`src/rtl/apb_bridge_pkg.sv`:
```
// Shared constants and state encoding for the APB3 master bridge.
package apb_bridge_pkg;

    localparam int APB_AW = 9;
    localparam int APB_DW = 8;

    localparam logic READ  = 1'b1;
    localparam logic WRITE = 1'b0;

    typedef enum logic [1:0] {
        ST_IDLE   = 2'd0,
        ST_SETUP  = 2'd1,
        ST_ACCESS = 2'd2
    } apb_state_e;

endpackage

```
`src/rtl/apb_wait_timer.sv`:
```
// Counts ACCESS cycles spent waiting on pready; flags when the last allowed wait cycle is reached.
module apb_wait_timer #(
    parameter int MAX_WAIT = 16
) (
    input  logic i_clk,
    input  logic i_rst_n,
    input  logic i_clr,
    input  logic i_en,
    output logic o_expired
);

    localparam int CW = $clog2(MAX_WAIT + 1);
    localparam logic [CW-1:0] LAST = CW'(MAX_WAIT - 1);

    logic [CW-1:0] r_cnt;

    always_ff @(posedge i_clk or negedge i_rst_n) begin
        if (!i_rst_n) begin
            r_cnt <= '0;
        end else if (i_clr) begin
            r_cnt <= '0;
        end else if (i_en) begin
            r_cnt <= r_cnt + CW'(1);
        end
    end

    assign o_expired = (r_cnt == LAST);

endmodule

```
`src/rtl/apb_master_bridge.sv`:
```
// Command-to-APB3 master bridge for two slaves; slave chosen by the address MSB.
module apb_master_bridge
    import apb_bridge_pkg::*;
#(
    parameter int AW       = APB_AW,
    parameter int DW       = APB_DW,
    parameter int MAX_WAIT = 16
) (
    input  logic          pclk,
    input  logic          presetn,
    input  logic          transfer,
    input  logic          read_write,
    input  logic [AW-1:0] apb_write_paddr,
    input  logic [AW-1:0] apb_read_paddr,
    input  logic [DW-1:0] apb_write_data,
    output logic [DW-1:0] apb_read_data_out,
    output logic          xfer_done,
    output logic          xfer_err,
    output logic          psel1,
    output logic          psel2,
    output logic          penable,
    output logic          pwrite,
    output logic [AW-1:0] paddr,
    output logic [DW-1:0] pwdata,
    input  logic          pready,
    input  logic [DW-1:0] prdata,
    input  logic          pslverr
);

    apb_state_e    r_state;
    logic          r_psel1;
    logic          r_psel2;
    logic          r_penable;
    logic          r_pwrite;
    logic [AW-1:0] r_paddr;
    logic [DW-1:0] r_pwdata;
    logic [DW-1:0] r_rdata;
    logic          r_done;
    logic          r_err;

    logic [AW-1:0] w_cmd_addr;
    logic          w_access;
    logic          w_complete;
    logic          w_latch;
    logic          w_expired;
    logic          w_tmr_clr;
    logic          w_tmr_en;

    assign w_cmd_addr = (read_write == WRITE) ? apb_write_paddr : apb_read_paddr;
    assign w_access   = (r_state == ST_ACCESS);
    assign w_complete = w_access && pready;
    assign w_latch    = transfer && ((r_state == ST_IDLE) || w_complete);
    assign w_tmr_clr  = (r_state == ST_SETUP);
    // Counter parks at its last value so the abort compare stays asserted.
    assign w_tmr_en   = w_access && !pready && !w_expired;

    apb_wait_timer #(
        .MAX_WAIT (MAX_WAIT)
    ) u_wait_timer (
        .i_clk     (pclk),
        .i_rst_n   (presetn),
        .i_clr     (w_tmr_clr),
        .i_en      (w_tmr_en),
        .o_expired (w_expired)
    );

    always_ff @(posedge pclk or negedge presetn) begin
        if (!presetn) begin
            r_state   <= ST_IDLE;
            r_psel1   <= 1'b0;
            r_psel2   <= 1'b0;
            r_penable <= 1'b0;
            r_pwrite  <= 1'b0;
            r_paddr   <= '0;
            r_pwdata  <= '0;
            r_rdata   <= '0;
            r_done    <= 1'b0;
            r_err     <= 1'b0;
        end else begin
            r_done <= 1'b0;
            r_err  <= 1'b0;
            case (r_state)
                ST_IDLE: begin
                    r_psel1   <= 1'b0;
                    r_psel2   <= 1'b0;
                    r_penable <= 1'b0;
                end
                ST_SETUP: begin
                    r_penable <= 1'b1;
                    r_state   <= ST_ACCESS;
                end
                ST_ACCESS: begin
                    if (pready) begin
                        r_done    <= 1'b1;
                        r_err     <= pslverr;
                        r_penable <= 1'b0;
                        r_psel1   <= 1'b0;
                        r_psel2   <= 1'b0;
                        r_state   <= ST_IDLE;
                        if (!r_pwrite && !pslverr) begin
                            r_rdata <= prdata;
                        end
                    end else if (w_expired) begin
                        r_done    <= 1'b1;
                        r_err     <= 1'b1;
                        r_penable <= 1'b0;
                        r_psel1   <= 1'b0;
                        r_psel2   <= 1'b0;
                        r_state   <= ST_IDLE;
                    end
                end
                default: begin
                    r_state <= ST_IDLE;
                end
            endcase
            // A new command overrides the return to IDLE, giving back-to-back transfers.
            if (w_latch) begin
                r_state   <= ST_SETUP;
                r_pwrite  <= (read_write == WRITE);
                r_paddr   <= w_cmd_addr;
                r_pwdata  <= apb_write_data;
                r_psel1   <= ~w_cmd_addr[AW-1];
                r_psel2   <= w_cmd_addr[AW-1];
                r_penable <= 1'b0;
            end
        end
    end

    assign apb_read_data_out = r_rdata;
    assign xfer_done         = r_done;
    assign xfer_err          = r_err;
    assign psel1             = r_psel1;
    assign psel2             = r_psel2;
    assign penable           = r_penable;
    assign pwrite            = r_pwrite;
    assign paddr             = r_paddr;
    assign pwdata            = r_pwdata;

endmodule

```
`config.mk`:
```
export PLATFORM = sky130hd
export DESIGN_NAME = apb_master_bridge
export DESIGN_NICKNAME = d
export VERILOG_FILES = /design/src/rtl/apb_bridge_pkg.sv /design/src/rtl/apb_wait_timer.sv /design/src/rtl/apb_master_bridge.sv
export SDC_FILE = /design/constraint.sdc
export NUM_CORES = 1
export LEC_CHECK = 0
export BUFFER_PORTS_ARGS = -buffer_cell sky130_fd_sc_hd__buf_2
export CAP_MARGIN = 30
export CORE_MARGIN = 4
export CORE_UTILIZATION = 25
export DETAILED_ROUTE_END_ITERATION = 10
export SETUP_SLACK_MARGIN = 0.5
export SYNTH_ARGS = -nofsm -noshare
export SYNTH_HDL_FRONTEND = slang
export SYNTH_SLANG_ARGS = --single-unit
export TNS_END_PERCENT = 1
```
`constraint.sdc`:
```
create_clock -name pclk -period 2 [get_ports pclk]
set_input_delay 0.2 -clock pclk [delete_from_list [all_inputs] [get_ports pclk]]
set_output_delay 0.2 -clock pclk [all_outputs]
set_load 0.01 [all_outputs]
```
After elaboration in Yosys (flattened, before gate mapping)

Cells that the tools add are included.
W data, S select, Z words.

Register bits after elaboration: 38
Bits of input ports: 40
Word-level logic and storage cells: 56

Add/subtract/negate cells: 1
Equal/unequal tests: 5
Mux-type cells: 19
Bitwise operators: 2
Reduce and logical (&&, ||, !) cells: 18

Operator list:

| cell                  | number |
|---|---|
| $mux W1               | 10 |
| $mux W5               | 2 |
| $mux W9               | 1 |
| $mux W2               | 3 |
| $pmux W2 S3           | 1 |
| $reduce_and A2 Y1     | 3 |
| $add A5 B1 Y5 const B | 1 |
| $eq A5 B4 Y1 const B  | 1 |
| $logic_and A1 B1 Y1   | 5 |
| $logic_not A1 Y1      | 4 |
| $ne A4 B2 Y1 const B  | 1 |
| $reduce_bool A4 Y1    | 1 |
| $pmux W1 S3           | 1 |
| $reduce_and A3 Y1     | 1 |
| $reduce_bool A3 Y1    | 1 |
| $eq A2 B1 Y1 const B  | 1 |
| $eq A2 B2 Y1 const B  | 1 |
| $logic_not A2 Y1      | 1 |
| $ne A2 B2 Y1 const B  | 1 |
| $not A1 Y1            | 2 |
| $pmux W1 S2           | 1 |
| $reduce_bool A2 Y1    | 1 |
| $logic_or A1 B1 Y1    | 1 |

Logic depth before layout (Yosys ltp)

Gate-level depths: netlist of run 1.

Depth in word-level cells: 6
Mapped depth: 6
Mapped depth without buffers: 6

Hierarchy

Synthesis of run 1 repeated with hierarchy kept, for this count alone.

Cells, all modules: 114
Area, all modules: 1634.1 µm²

Modules (own cells, without submodules):

| module            | times used | cells an instance | area an instance (µm²) |
|---|---|---|---|
| apb_master_bridge | 1          | 91                | 1363.8 |
| apb_wait_timer    | 1          | 23                | 270.3 |

Worst setup path before layout of run 1

OpenSTA, ideal clock, no wires.

Path kind: register to register
From: register u_wait_timer.r_cnt[0]
To: register u_wait_timer.r_cnt[0]
Arrival: 1713 ps
Slack: 166 ps
Cell stages (with the launch flop): 7
Path buffers: 0
Period minus slack after synthesis: 1834 ps
Cell sequence: dfrtp_1 -> ha_1 -> and3_1 -> ha_1 -> nor2_1 -> a21oi_1 -> a22o_1

Word-level cells in the longest chain between the ends: 4

RTL lines:

| item                                                                  | RTL line             | source |
|---|---|---|
| start, declared                                                       | apb_wait_timer.sv:15 | `logic [CW-1:0] r_cnt;` |
| start signal, assigned                                                | apb_wait_timer.sv:23 | `r_cnt <= r_cnt + CW'(1);` |
| parallel branches: the longest is 4 deep, another holds $add A5 B1 Y5 | n/a                  |  |

Parallel ways; which one is timed is not known. The select of a mux whose other input is x is not followed.
A chain may end at the register's enable or synchronous reset.

Final worst setup path of run 1

From: register r_state[1]
To: register r_rdata[2], in the netlist apb_read_data_out[2]

Word-level cells in the longest chain between the ends: 2

RTL lines:

| item                        | RTL line                 | source |
|---|---|---|
| start, declared             | apb_master_bridge.sv:30  | `apb_state_e r_state;` |
| start signal, assigned      | apb_master_bridge.sv:69  | `r_state <= ST_IDLE;` |
| start signal, assigned      | apb_master_bridge.sv:90  | `r_state <= ST_ACCESS;` |
| start signal, assigned      | apb_master_bridge.sv:99  | `r_state <= ST_IDLE;` |
| $eq A2 B2 Y1                | apb_master_bridge.sv:82  | `case (r_state)` |
| $reduce_and A3 Y1 (no line) | n/a                      |  |
| end signal, assigned        | apb_master_bridge.sv:101 | `r_rdata <= prdata;` |
| end, declared               | apb_master_bridge.sv:37  | `logic [DW-1:0] r_rdata;` |

No other way between the ends.

==> results of run 1 <==
worst max-delay path, stage by stage, from the launching register on:
cell and delay [ns]:
dfrtp_1 0.37, buf_4 0.13, nand2b_4 0.07, or4b_4 0.59, mux2_4 0.33
worst paths after layout:
kind | from | end | slack (ns) | cells after the start
worst max-delay path | r_state[1] | apb_read_data_out[2] | 0.39 | 4
worst min-delay path | apb_write_data[7] | pwdata[7] | 0.13 | 2
worst max register to register | r_state[1] | apb_read_data_out[2] | 0.39 | 4
worst min register to register | pwdata[7] | pwdata[7] | 0.48 | 1
max in group asynchronous | presetn | pwdata[3] | 1.11 | 3
min in group asynchronous | presetn | pwrite | 0.35 | 2
routing by layer:
metal | vias up | GRT usage [%]
li1 | 618 | -
met1 | 637 | 12.6
met5 | - | 0
met2 | 47 | 17.7
met4 | 0 | 3.83
met3 | 7 | 3.33
cells by family (layout without fill, tap and decap cells):
| logic type | count (synthesis) | after routing | synth area share [%] |
|---|---|---|---|
| AOI/OAI and AO/OA | 13 | 13 | 6.32 |
| adders and majority gates | 2 | 2 | 1.47 |
| buffers and inverters | 14 | 106 | 3.46 |
| DFF | 38 | 38 | 55.9 |
| muxes | 37 | 37 | 26.0 |
| and+or+nand+nor | 18 | 19 | 6.91 |
what timing repair did:
item                       4_1_cts  5_1_grt
pin swaps                        3        3
hold buffers                     1        0
buffers inserted                10        3
hold endpoints to repair        14        0
resized for setup                7       15
gates cloned                     1        0
setup endpoints to repair       33       34
registers in the layout (all words and copies together), names as in the netlist:
signal	cells
penable	1
psel2	1
xfer_done	1
xfer_err	1
pwdata	8
r_state	2
paddr	9
u_wait_timer.r_cnt	5
psel1	1
pwrite	1
apb_read_data_out	8
synthesized netlist by cell type, types with 3 or more instances:
master	instances
clkbuf_1	3
nor2_1	4
dfrtp_1	38
mux2_1	17
inv_1	8
mux2i_1	4
mux2_2	8
mux2_4	8
a22o_1	5
cell type report:
cell class	instances	share of cell area (%)
multi-input cells	71	31.4
flip-flops and latches	38	37.8
clock inverters	3	1.59
clock buffers	5	2.74
well taps	77	3.83
repair buffers	90	21.4
inverters	8	1.19
power by group through the flow:
stage	Combinational (mW)	Clock, mW	Sequential, mW
2_1_floorplan	0.375	0	1.25
3_3_place_gp	0.831	0	1.15
3_5_place_dp	0.840	0	1.15
4_1_cts	0.953	0.675	1.13
5_1_grt	1.11	0.712	1.17
6_report	1.03	0.641	1.13
==> impl_metrics.py, run 1 <==
metrics = {
    "cells_and_area": {
        "finish.utilization_pct": 38.7,
        "area_growth_pct": 47.8,
        "multi_input_area_um2": 791,
        "nNetsFinal": 256,
        "instances_no_fill": 292,
        "final_common_cell": "buf_2",
        "drive_gt1_share_pct": 61.9,
        "final_cell_mix": "buf_2 (70), dfrtp_1 (38), mux2_4 (18)",
        "postLayoutCellArea_um2": 2510,
        "fillCellCount": 645,
        "seq_area_um2": 951,
        "antenna_cells": 0,
    },
    "power_and_ir_drop": {
        "power_frac_comb_pct": 36.7,
        "sw_frac_of_total_pct": 29.9,
        "p_int_mw": 1.96,
        "total_power_mw": 2.80,
        "power.density_nw_per_um2": 1110,
        "max-vdd-ir-drop_mv": 0.432,
        "seqPwrFrac_pct": 40.4,
        "pwr-share-clk_pct": 22.9,
        "p_switching_mw": 0.836,
        "power.leakage_nw": 1.28,
    },
    "sta": {
        "fin_tns_setup_ns": 0,
        "worst_pin_slew_ns": 0.359,
        "setup_violations": 0,
        "report.final.slew_viol_count": 0,
        "skew_ns": 0.00325,
        "hold_viol_final": 0,
        "fmax_ghz": 0.621,
        "rsz0062_at_grt": "true",
        "period_needed_ns": 1.61,
        "whs_ns": 0.129,
        "finalCritPeriodShare_pct": 80.5,
        "max_slew_margin_pct": 76.0,
        "timing.final.ws_setup_ns": 0.391,
    },
    "critical_path": {
        "worstPathMaxFanout": 8,
        "worstPathRequired_ns": 2.18,
        "worstSetupPathType": "flip-flop to flip-flop",
        "arrival_ns": 1.79,
        "endpoint_kind": "flip-flop",
        "critPathLaunchType": "flip-flop",
    },
    "clock_tree": {
        "clock-sinks": 38,
        "cts_root_buffer": "clkbuf_8",
        "h-tree-depth": 2,
        "clockBufferDepth": 2,
        "worstSkewPairLatency_ns": 0.28,
        "cts_inserted_buffers": 5,
        "cts.clk_slew.worst_paths_ns": 0.08,
        "cts_tree": "built",
    },
    "synthesis": {
        "yosys_warnings": 0,
        "async_flop_share_pct": 100,
        "synthCells": 122,
        "synth_edf_count": 0,
        "syn_nets": 164,
        "synth_top_area_cell": "dfrtp_1",
        "syn_avg_cell_area_um2": 13.9,
        "ys.flop_type": "dfrtp_1",
        "seq_area_frac_synth_pct": 55.9,
        "synth_area_um2": 1700,
        "synth_top_area_share_pct": 55.9,
        "netlist_top_cells_area": "dfrtp_1 (56%), mux2_1 (11%), mux2_4 (7.1%)",
        "ys_types": 27,
        "synth_seq_cells": 38,
    },
    "global_routing": {
        "grt_overflow": 0,
        "grt_pass1_vias": 1391,
        "antenna_found_initial": 0,
        "grt_max_degree": 17,
        "grt_pass1_wl_um": 6910,
        "grtUsageTotal_pct": 10.5,
    },
    "detailed_routing": {
        "top_layer": "met4",
        "wl_met2_um": 2050,
        "via_count": 1309,
        "wire_per_inst_um": 14.1,
        "first_pass_iters": 4,
        "dr.first_iter.drc_count": 16,
        "met3_wirelength_um": 234,
        "avgViaCountPerCell": 4.48,
        "finalWirelength_um": 4120,
        "drcViolationCount": 0,
        "wl_met1_um": 1780,
        "ant_nets": 0,
    },
    "status": {
        "status": "finished, final reports clean",
    },
    "die": {
        "core_area_um2": 6490,
        "die_height_um": 90.5,
        "dieArea_um2": 8190,
        "std_cell_rows": 29,
        "die_x_um": 90.5,
        "io_pins": 71,
        "start_util_pct": 26.2,
    },
    "run": {
        "drv_cap": 0,
    },
    "placement": {
        "gp_congestion": 0.749,
        "port_buffers": 70,
        "place_ws_ns": 0.235,
        "dp_cells": 269,
        "hpwl_um": 2840,
        "post_dp_cell_area_um2": 2190,
    },
    "worst_hold_path": {
        "holdCritPathClass": "input port to flip-flop",
    },
}
No activity file was read; power rests on OpenSTA's default activity.
==> run 2: changes to the inputs <==
- clock period: 2 -> 1.5 ns (I/O delays scaled with it)
==> impl_metrics.py, run 2 (synthesis results as in run 1) <==
metrics = {
    "status": {
        "status": "finished, violations left",
        "violations": "setup timing",
    },
    "clock_tree": {
        "worstSkewPairLatency_ns": 0.28,
        "cts_tree": "built",
        "cts_root_buffer": "clkbuf_8",
        "cts.clk_slew.worst_paths_ns": 0.08,
        "h-tree-depth": 2,
        "clock-sinks": 38,
        "cts_inserted_buffers": 5,
        "clockBufferDepth": 2,
    },
    "critical_path": {
        "critical_path_buf_inv_count": 1,
        "cp-startpoint": "r_state[0]",
        "r2r_cells": 4,
        "crit_family": "simple AND/OR/NAND/NOR gates",
        "crit_cells": 4,
        "reg2reg_to": "apb_read_data_out[7]",
        "worstPathMaxFanout": 8,
        "max_stage_delay_ns": 0.48,
        "arrival_ns": 1.77,
        "crit_end": "apb_read_data_out[7]",
        "crit_slowest_cell": "or4b_4",
        "crit_chain": "nand2b_4 -> or4b_4 -> buf_6 -> mux2_4",
        "worstPathRequired_ns": 1.67,
        "endpoint_kind": "flip-flop",
        "worstSetupPathType": "flip-flop to flip-flop",
        "critPathLaunchType": "flip-flop",
        "rrSetupSlack_ns": -0.09,
        "r2r-start": "r_state[0]",
    },
    "global_routing": {
        "grtUsageTotal_pct": 10.1,
        "grt_pass1_vias": 1408,
        "grt_max_degree": 22,
        "grt_overflow": 0,
        "grt_pass1_wl_um": 6670,
        "antenna_found_initial": 0,
    },
    "detailed_routing": {
        "first_pass_iters": 4,
        "avgViaCountPerCell": 4.43,
        "drcViolationCount": 0,
        "via_count": 1285,
        "wire_per_inst_um": 13.2,
        "finalWirelength_um": 3820,
        "ant_nets": 0,
        "dr.first_iter.drc_count": 29,
    },
    "die": {
        "core_area_um2": 6490,
        "io_pins": 71,
        "dieArea_um2": 8190,
        "die_x_um": 90.5,
        "die_height_um": 90.5,
        "start_util_pct": 26.2,
        "std_cell_rows": 29,
    },
    "run": {
        "drv_cap": 0,
    },
    "power_and_ir_drop": {
        "total_power_mw": 3.41,
        "power.leakage_nw": 1.21,
        "max-vdd-ir-drop_mv": 0.507,
        "power.density_nw_per_um2": 1410,
    },
    "sta": {
        "fin_tns_setup_ns": -0.887,
        "max_slew_margin_pct": 81.8,
        "period_needed_ns": 1.59,
        "skew_ns": 0.00455,
        "whs_ns": 0.0754,
        "finalCritPeriodShare_pct": 106,
        "setup_violations": 15,
        "report.final.slew_viol_count": 0,
        "timing.final.ws_setup_ns": -0.0920,
        "worst_pin_slew_ns": 0.265,
        "rsz0062_at_grt": "true",
        "hold_viol_final": 0,
        "fmax_ghz": 0.628,
    },
    "cells_and_area": {
        "antenna_cells": 0,
        "final_common_cell": "buf_2",
        "finish.utilization_pct": 37.2,
        "nNetsFinal": 254,
        "largest_register_ff_count": 9,
        "instances_no_fill": 290,
        "fillCellCount": 621,
        "multi_input_area_um2": 744,
        "seq_area_um2": 951,
        "postLayoutCellArea_um2": 2420,
        "area_growth_pct": 42.1,
        "final_cell_mix": "buf_2 (69), dfrtp_1 (38), mux2_1 (17)",
        "drive_gt1_share_pct": 56.8,
    },
    "placement": {
        "place_ws_ns": -0.0996,
        "post_dp_cell_area_um2": 2270,
        "port_buffers": 70,
        "gp_congestion": 0.738,
        "hpwl_um": 2930,
        "dp_cells": 280,
    },
    "worst_hold_path": {
        "holdCritPathClass": "input port to flip-flop",
    },
}
## run 2: worst register-to-register path, delay by kind of cell, from the launching register on
family / cells / cell delay, ns
flip-flops: 1 / 0.39
multiplexers: 1 / 0.30
buffers and inverters: 1 / 0.17
AND/OR/NAND/NOR: 2 / 0.63
## run 2: area by class of cell
class                   count  share of cell area, %
clock buffers               6                   3.00
multi-input cells          70                   30.8
well taps                  77                   3.99
flip-flops and latches     38                   39.3
repair buffers             89                   21.1
clock inverters             2                  0.569
inverters                   8                   1.24
## run 2: layer usage
metal	track usage, %	wire [um]
met4	3.70	23
met3	3.42	254
met5	0	0
met1	12.2	1670
met2	16.5	1880
## run 2: how the worst min path moves through the flow
stage / endpoint / start / cells after the start
5_1_grt: pwdata[1] / apb_write_data[1] / 2
2_1_floorplan: apb_read_data_out[0] / presetn / 0
4_1_cts: pwdata[3] / apb_write_data[3] / 2
3_3_place_gp: pwdata[5] / presetn / 1
3_5_place_dp: pwdata[6] / presetn / 1
6_report: pwdata[2] / apb_write_data[2] / 2
## run 2: timing repair
| action | CTS | global route |
|---|---|---|
| gates resized for setup | 3 | 7 |
| pin swaps | 6 | 2 |
| buffers inserted | 0 | 1 |
| endpoints found under the hold margin | 19 | 0 |
| hold buffers | 1 | 0 |
| setup endpoints to repair | 39 | 62 |
## run 2: power by group
part / leakage [nW] / internal, mW / switching [mW]
combinational: 0.702 / 0.672 / 0.555
sequential: 0.467 / 1.34 / 0.157
clock: 0.0452 / 0.328 / 0.363
